===== src/rtl/xlock_pkg.sv =====
// rtl/xlock_pkg.sv - shared FSM state type and key expansion for the XOR key-lock pipe
package xlock_pkg;

  typedef enum logic [1:0] {
    IDLE  = 2'd0,
    LOAD  = 2'd1,
    ARMED = 2'd2
  } xlock_state_t;

  localparam int unsigned EXP_MAX_W = 64;

  // Repeats the key across the data width: bit j takes key bit (j mod key_w).
  function automatic logic [EXP_MAX_W-1:0] expand_key(
    input logic [EXP_MAX_W-1:0] key,
    input int unsigned          key_w,
    input int unsigned          data_w
  );
    logic [EXP_MAX_W-1:0] res;
    res = '0;
    for (int unsigned j = 0; j < EXP_MAX_W; j++) begin
      if (j < data_w) begin
        res[j] = key[j % key_w];
      end
    end
    return res;
  endfunction

endpackage


===== src/rtl/xlock_pipe_stage.sv =====
// rtl/xlock_pipe_stage.sv - one data+valid register slice of the XOR key-lock pipeline
module xlock_pipe_stage
  import xlock_pkg::*;
#(
  parameter int unsigned DATA_W = 36
) (
  input  logic              clk,
  input  logic              rst_n,
  input  logic              clr_i,
  input  logic              up_vld_i,
  input  logic [DATA_W-1:0] up_data_i,
  input  logic              dn_rdy_i,
  output logic              vld_o,
  output logic [DATA_W-1:0] data_o
);

  logic              vld_q, vld_d;
  logic [DATA_W-1:0] data_q, data_d;
  logic              load;

  assign load = ~vld_q | dn_rdy_i;

  // Data only changes when a real word arrives, so a bubble keeps the last value visible.
  always_comb begin
    vld_d  = vld_q;
    data_d = data_q;
    if (clr_i) begin
      vld_d  = 1'b0;
      data_d = '0;
    end else if (load) begin
      vld_d = up_vld_i;
      if (up_vld_i) begin
        data_d = up_data_i;
      end
    end
  end

  always_ff @(posedge clk or negedge rst_n) begin
    if (!rst_n) begin
      vld_q  <= 1'b0;
      data_q <= '0;
    end else begin
      vld_q  <= vld_d;
      data_q <= data_d;
    end
  end

  assign vld_o  = vld_q;
  assign data_o = data_q;

endmodule


===== src/rtl/xor_key_lock_pipe.sv =====
// rtl/xor_key_lock_pipe.sv - serially loaded XOR key gate feeding a valid/ready pipeline
module xor_key_lock_pipe
  import xlock_pkg::*;
#(
  parameter int unsigned DATA_W = 36,
  parameter int unsigned KEY_W  = 32,
  parameter int unsigned STAGES = 2,
  parameter int unsigned CNT_W  = $clog2(KEY_W + 1)
) (
  input  logic              clk,
  input  logic              rst_n,
  input  logic              key_bit_i,
  input  logic              key_vld_i,
  input  logic              key_clr_i,
  output logic              key_armed_o,
  output logic              key_err_o,
  input  logic              in_vld_i,
  output logic              in_rdy_o,
  input  logic [DATA_W-1:0] in_data_i,
  output logic              out_vld_o,
  input  logic              out_rdy_i,
  output logic [DATA_W-1:0] out_data_o
);

  xlock_state_t     state_q, state_d;
  logic [KEY_W-1:0] key_q, key_d, key_shifted;
  logic [CNT_W-1:0] cnt_q, cnt_d;
  logic             armed_q, armed_d;
  logic             err_q, err_d;

  // New bits enter at the MSB so the first bit sent ends up at key[0].
  assign key_shifted = (key_q >> 1) | (KEY_W'(key_bit_i) << (KEY_W - 1));

  always_comb begin
    state_d = state_q;
    key_d   = key_q;
    cnt_d   = cnt_q;
    err_d   = err_q;
    if (key_clr_i) begin
      state_d = IDLE;
      key_d   = '0;
      cnt_d   = '0;
      err_d   = 1'b0;
    end else if (key_vld_i) begin
      case (state_q)
        IDLE: begin
          key_d   = key_shifted;
          cnt_d   = CNT_W'(1);
          state_d = (KEY_W == 1) ? ARMED : LOAD;
        end
        LOAD: begin
          key_d = key_shifted;
          cnt_d = cnt_q + CNT_W'(1);
          if (cnt_q == CNT_W'(KEY_W - 1)) begin
            state_d = ARMED;
          end
        end
        ARMED:   err_d   = 1'b1;
        default: state_d = IDLE;
      endcase
    end
    armed_d = (state_d == ARMED);
  end

  always_ff @(posedge clk or negedge rst_n) begin
    if (!rst_n) begin
      state_q <= IDLE;
      key_q   <= '0;
      cnt_q   <= '0;
      armed_q <= 1'b0;
      err_q   <= 1'b0;
    end else begin
      state_q <= state_d;
      key_q   <= key_d;
      cnt_q   <= cnt_d;
      armed_q <= armed_d;
      err_q   <= err_d;
    end
  end

  assign key_armed_o = armed_q;
  assign key_err_o   = err_q;

  logic [DATA_W-1:0] exp_key;
  logic [DATA_W-1:0] in_xor;
  logic              in_acc;
  logic [STAGES-1:0] stage_vld;
  logic [DATA_W-1:0] stage_data [STAGES];
  logic [STAGES:0]   chain_rdy;

  assign exp_key = DATA_W'(expand_key(EXP_MAX_W'(key_q), KEY_W, DATA_W));
  assign in_xor  = in_data_i ^ exp_key;

  // Stage s can take a word when it or any stage downstream of it has a free slot.
  always_comb begin
    chain_rdy         = '0;
    chain_rdy[STAGES] = out_rdy_i;
    for (int s = int'(STAGES) - 1; s >= 0; s--) begin
      chain_rdy[s] = ~stage_vld[s] | chain_rdy[s+1];
    end
  end

  assign in_rdy_o = armed_q & ~key_clr_i & chain_rdy[0];
  assign in_acc   = in_vld_i & in_rdy_o;

  for (genvar s = 0; s < STAGES; s++) begin : g_stage
    logic              up_vld;
    logic [DATA_W-1:0] up_data;
    if (s == 0) begin : g_first
      assign up_vld  = in_acc;
      assign up_data = in_xor;
    end else begin : g_next
      assign up_vld  = stage_vld[s-1];
      assign up_data = stage_data[s-1];
    end
    xlock_pipe_stage #(
      .DATA_W(DATA_W)
    ) u_stage (
      .clk      (clk),
      .rst_n    (rst_n),
      .clr_i    (key_clr_i),
      .up_vld_i (up_vld),
      .up_data_i(up_data),
      .dn_rdy_i (chain_rdy[s+1]),
      .vld_o    (stage_vld[s]),
      .data_o   (stage_data[s])
    );
  end

  assign out_vld_o  = stage_vld[STAGES-1];
  assign out_data_o = stage_data[STAGES-1];

endmodule


===== config.mk =====
export PLATFORM = sky130hd
export DESIGN_NAME = xor_key_lock_pipe
export DESIGN_NICKNAME = d
export VERILOG_FILES = /design/src/rtl/xlock_pkg.sv /design/src/rtl/xlock_pipe_stage.sv /design/src/rtl/xor_key_lock_pipe.sv
export SDC_FILE = /design/constraint.sdc
export NUM_CORES = 1
export LEC_CHECK = 0
export BUFFER_PORTS_ARGS = -buffer_cell sky130_fd_sc_hd__buf_2
export CAP_MARGIN = 40
export CORE_MARGIN = 5
export CORE_UTILIZATION = 49
export CTS_CLUSTER_SIZE = 14
export DETAILED_ROUTE_END_ITERATION = 10
export PLACE_DENSITY = 0.71
export SLEW_MARGIN = 20
export SYNTH_ARGS = -nofsm -noshare
export SYNTH_HDL_FRONTEND = slang
export SYNTH_SLANG_ARGS = --single-unit

===== constraint.sdc =====
create_clock -name clk -period 1.3 [get_ports clk]
set_input_delay 0.26 -clock clk [delete_from_list [all_inputs] [get_ports clk]]
set_output_delay 0.26 -clock clk [all_outputs]
set_load 0.02 [all_outputs]

Yosys cells after proc, flatten, opt, wreduce, memory -nomap -nowiden
Index checks and enable logic that the tools add are counted.
{"block": "op_classes", "addsub": 1, "n_eq_ne": 4, "n_mux": 23, "n_bitwise": 10, "reduce_logical": 15}
{"op": "36-bit 2-to-1 mux", "n": 6}
{"op": "32-bit 2-to-1 mux", "n": 3}
{"op": "36-bit XOR", "n": 1}
{"op": "31-bit by 32-bit bitwise OR with 32-bit output", "n": 1}
{"op": "2-bit nonzero test", "n": 7}
{"op": "6-bit 2-to-1 mux", "n": 2}
{"op": "6-bit case mux with 2 select lines", "n": 1}
{"op": "2-bit AND reduction", "n": 5}
{"op": "1-bit 2-to-1 mux", "n": 7}
{"op": "6-bit by 1-bit adder with 6-bit output, second input constant", "n": 1}
{"op": "6-bit by 5-bit == test with 1-bit output, second input constant", "n": 1}
{"op": "2-bit 2-to-1 mux", "n": 3}
{"op": "2-bit case mux with 3 select lines", "n": 1}
{"op": "2-bit == test, second input constant", "n": 2}
{"op": "1-bit AND", "n": 3}
{"op": "1-bit NOT", "n": 3}
{"op": "3-bit nonzero test", "n": 1}
{"op": "2-bit by 1-bit == test with 1-bit output, second input constant", "n": 1}
{"op": "2-bit logical NOT", "n": 1}
{"op": "1-bit bitwise OR", "n": 2}
{"op": "2-bit OR reduction", "n": 1}
{"block": "word_totals", "regBits": 116, "output_inout_bits": 40, "wordCells": 62}

Logic depth before layout (Yosys ltp)
{"block": "depth", "depth_word": 8, "ltp_mapped": 5, "depth_no_buf": 4}

Modules after synthesis
From an unflattened synthesis, not the netlist that was laid out.
{"block": "hier_totals", "cells_unflattened": 558, "area_unflattened_um2": 5838.1}
{"module": "xlock_pipe_stage", "instances": 2, "cells_each": 161, "area_per_inst_um2": 1863.0, "seq_area_each_um2": 925.9}
{"module": "xor_key_lock_pipe", "instances": 1, "cells_each": 236, "area_per_inst_um2": 2112.0, "seq_area_each_um2": 1051.0}

Least setup slack after synthesis
Ideal clock, no wire load.
{"block": "synth_timing", "path_type": "reg-to-reg", "start": "register g_stage[1].u_stage.vld_q", "end": "register g_stage[0].u_stage.data_q[10]", "arrival_time_ps": 1429, "required_time_ps": 1221, "slack_ps": -208, "stages_incl_launch_ff": 6, "n_path_buf": 2, "path_cell_list": "dfrtp_1 > nor2b_2 > a211oi_1 > buf_4 > buf_6 > mux2i_1"}
{"block": "synth_via", "elab_chain_len": 7}
{"item": "start: declaration", "line": "xlock_pipe_stage.sv:17", "text": "logic vld_q, vld_d;"}
{"item": "start signal: assignment", "line": "xlock_pipe_stage.sv:43", "text": "vld_q <= vld_d;"}
{"item": "1-bit NOT *", "line": "xor_key_lock_pipe.sv:99", "text": "chain_rdy[s] = ~stage_vld[s] | chain_rdy[s+1];"}
{"item": "1-bit bitwise OR *", "line": "xor_key_lock_pipe.sv:99"}
{"item": "1-bit bitwise OR *", "line": "xlock_pipe_stage.sv:21, xor_key_lock_pipe.sv:99"}
{"item": "1-bit AND", "line": "xor_key_lock_pipe.sv:103", "text": "assign in_rdy_o = armed_q & ~key_clr_i & chain_rdy[0];"}
{"item": "1-bit AND", "line": "xor_key_lock_pipe.sv:104", "text": "assign in_acc = in_vld_i & in_rdy_o;"}
{"item": "2-bit nonzero test (no source line)"}
{"item": "2-bit AND reduction (no source line) *"}
{"item": "end signal: assignment", "line": "xlock_pipe_stage.sv:44", "text": "data_q <= data_d;"}
{"item": "end: declaration", "line": "xlock_pipe_stage.sv:18", "text": "logic [DATA_W-1:0] data_q, data_d;"}
Mark *: on every way between the ends. The rest lies on a longest branch, timed or not.
A chain may end at the register's enable or synchronous reset.

Worst setup path in the final report
{"block": "layout_timing", "start": "register g_stage[1].u_stage.vld_q", "end": "output port in_rdy_o"}
{"block": "layout_via", "elab_chain_len": 4}
{"item": "1-bit NOT", "line": "xor_key_lock_pipe.sv:99"}
{"item": "1-bit bitwise OR (2 in series)", "line": "xor_key_lock_pipe.sv:99"}
{"item": "1-bit AND", "line": "xor_key_lock_pipe.sv:103"}
{"item": "end: declaration", "line": "xor_key_lock_pipe.sv:18", "text": "output logic in_rdy_o,"}
No other way between the ends.

==> metrics.txt <==
Core Footprint 0.0101 sq mm; final period utilization 128%; Post-synth EDFFs 0; worst vdd ir 1010 uV; routed vias/inst 5.14; synthesized cell area 0.00502 sq mm; synthesis-stage register bit count 116; max incr delay on CP 0.40 ns; Slew Viols, Final 0; vias 3832; Fill cells 665; Clock Tree Root clkbuf_8; CTS max path bufs 2; run status finished with violations; failing checks negative setup slack; routability cong. 0.784; class of the worst hold path input port to flip-flop; Pint 0.00657 W; share of cells above drive strength 1 36.0%; Seq/Total Area, Yosys 57.8%; Yosys warning total 0; cell repeated most along the worst path buf_6; Post-Synth Adder-Cell Area 0.249%; Top delay family on crit path flip-flops; Die H 111 microns; post-synthesis cell count 439; half-perimeter wire length after detailed placement 7420 microns; synthesis-to-finish area growth 44.7%; startpoint types flip-flop; post-synthesis compound-gate area fraction 11.8%; Buf/Inv on CP 2; Gate power share 5.7%; CP Cell Sequence nor2b_4, buf_6, a21oi_4, buf_6; switch share 22.1%; NetSw 0.00186 W; Final Util 71.7%; syn_nets 483; Clock Latency Late Sink 0.51 ns; Rel. slew slack 74.6%; I/O pin count 83; H-tree Lvls 4; combinational family with the most area after synthesis simple AND/OR/NAND/NOR gates; final setup fails 98; number of antenna violations at the first check in global routing 0; CTS clk-pin slew, worst paths 0.06 ns; total CTS buffers 17; critical path type flip-flop to primary output; FFs w/ async S/R, synth 100%; post-route ant nets 0; leakage power 3.32 nW; total gr overflow 0; Die Wd 111 microns; Yosys cell types 36; Initial Util 49.5%; main flop type after synthesis dfrtp_1; largest net degree at the start of global routing 65; number of DRC markers in iteration 0 227; Clock Power Share 51.3%; Critical Path RT 1.04 ns; max_cap viols 0; Die ar. 0.0124 sq mm; Slowest-stage cell, CP dfrtp_2; GRT Resource Usage Total 20.4%; Reg power frac 43.1%; crit end category primary output; RSZ-0062 raised after global routing yes; skew final 0.00764 ns; critical path arrival 1.40 ns; count of nets after finishing 641; DR pass1 iterations 4; Post-Synth Simple-Gate Area 13.3%; wire length of the first global-routing pass 20200 microns; xor/xnor share of the synthesized area 6.28%; post-synthesis mux area share 7.37%; CTS Sinks 116; I/O Buffers 82; n_diodes 0; post-route minimum period 1.66 ns; commonest non-fill, non-tap cell in the layout dfrtp_1; most frequent cells in the layout dfrtp_1, nand2_1, buf_4; row count 37; Achievable Freq 603 MHz; Syn Area/Cell 11.4 sq um; WL final 12800 microns; CTS tree yes; Final WS setup -0.359 ns; critical path peak fanout 2; Routed wire per std cell 17.1 microns; Remaining DRCs 0; Hold Fails Final Rpt 0; pre-CTS setup slack -0.164 ns; worst-margin pin slew 0.380 ns; number of global-route vias before repair 4054; pwr/cell area 1160 mW/mm^2
-- cells in the mapped netlist (2+ instances only) --
cell | number | share of area (%)
dfrtp_1 | 116 | 58
nand2_1 | 71 | 5.3
nand2b_1 | 43 | 5.4
mux2i_1 | 37 | 7.4
a21oi_1 | 36 | 3.6
a22o_1 | 36 | 6.3
xnor2_1 | 36 | 6.3
buf_2 | 12 | 1.2
clkbuf_1 | 11 | 0.82
buf_6 | 4 | 0.90
nand3_1 | 4 | 0.40
nor2_1 | 4 | 0.30
a21oi_2 | 3 | 0.52
a31oi_1 | 3 | 0.37
inv_1 | 2 | 0.15
-- area by class of cell --
type	count	area, sq um	area share, %
clock inverter	11	111	1.53
tap	136	170	2.34
inverter	2	7.51	0.103
timing repair buffer	167	1550	21.4
clock buffer	20	435	5.99
multi-input combinational	293	2080	28.7
sequential	116	2900	40.0
-- per-layer routing --
layer | part of all wire (%) | global-route usage [%] | vias up | routed length [microns]
li1 | - | - | 1822 | -
met1 | 40 | 25.0 | 1912 | 5150
met2 | 54 | 35.3 | 81 | 6950
met3 | 3.8 | 4.20 | 17 | 482
met4 | 1.5 | 7.95 | 0 | 197
met5 | 0 | 0 | - | 0
-- worst reg2reg max path, delay by kind of cell (launching register included) --
kind / cells / cell delay [ns]
AOI/OAI and AO/OA: 1 / 0.24
buffers and inverters: 4 / 0.57
muxes: 1 / 0.22
and+or+nand+nor: 1 / 0.13
DFF: 1 / 0.40
-- worst paths after layout --
path                                         startpoint                       endpoint  slack (ns)  depth (start not counted)
setup / recovery               g_stage[1].u_stage.vld_o                       in_rdy_o       -0.36                          4
hold / removal                            in_data_i[18]  g_stage[0].u_stage.data_o[18]        0.04                          3
setup reg to reg               g_stage[1].u_stage.vld_o   g_stage[0].u_stage.data_o[1]       -0.35                          7
hold reg to reg            g_stage[0].u_stage.data_o[2]   g_stage[1].u_stage.data_o[2]        0.49                          1
max in group asynchronous                         rst_n                      key_q[10]        0.68                          3
min in group asynchronous                         rst_n                     state_q[1]        0.29                          3
-- cells by family after synthesis --
family,after synthesis
xor gates and xnor gates,36
DFF,116
adders and majority gates,1
and+or+nand+nor,134
AOI/OAI and AO/OA,85
muxes,37
buffers and inverters,30
-- per-stage QoR --
stage / total power [W] / std cells / hold slack [ns] / TNS [ns] / cell area (sq um)
after global placement: 0.00411 / 657 / 0.281 / -4.19 / 5800
after CTS: 0.00845 / 728 / 0.0233 / -9.55 / 7060
after detailed placement: 0.00412 / 657 / 0.283 / -6.44 / 5800
after floorplan: 0.00387 / 439 / -0.0356 / -1.91 / 5060
final: 0.00843 / 745 / 0.0392 / -17.46 / 7270
after global routing: 0.00867 / 745 / 0.0378 / -22.62 / 7270
-- timing repair --
| item | 4_1_cts | 5_1_grt |
|---|---|---|
| setup endpoints to repair | 81 | 141 |
| gates cloned | 5 | 3 |
| buffers inserted | 33 | 20 |
| endpoints found under the hold margin | 117 | 0 |
| hold buffers | 2 | 0 |
| resized for setup | 98 | 20 |
| pin swaps | 11 | 32 |
-- state kept, by name, indices dropped and copies added, names as in the netlist --
| signal | count |
|---|---|
| cnt_q | 6 |
| g_stage.u_stage.data_o | 72 |
| g_stage.u_stage.vld_o | 2 |
| key_armed_o | 1 |
| key_err_o | 1 |
| key_q | 32 |
| state_q | 2 |
-- power by group through the flow --
stage / logic [W] / clock network, W / registers, W
finish: 0.000477 / 0.00432 / 0.00363
global route: 0.000524 / 0.00451 / 0.00363
CTS: 0.000439 / 0.00438 / 0.00363
detailed placement: 0.000428 / 0 / 0.00369
global placement: 0.000421 / 0 / 0.00369
floorplan: 0.000180 / 0 / 0.00369
(Power assumes the default switching activity.)
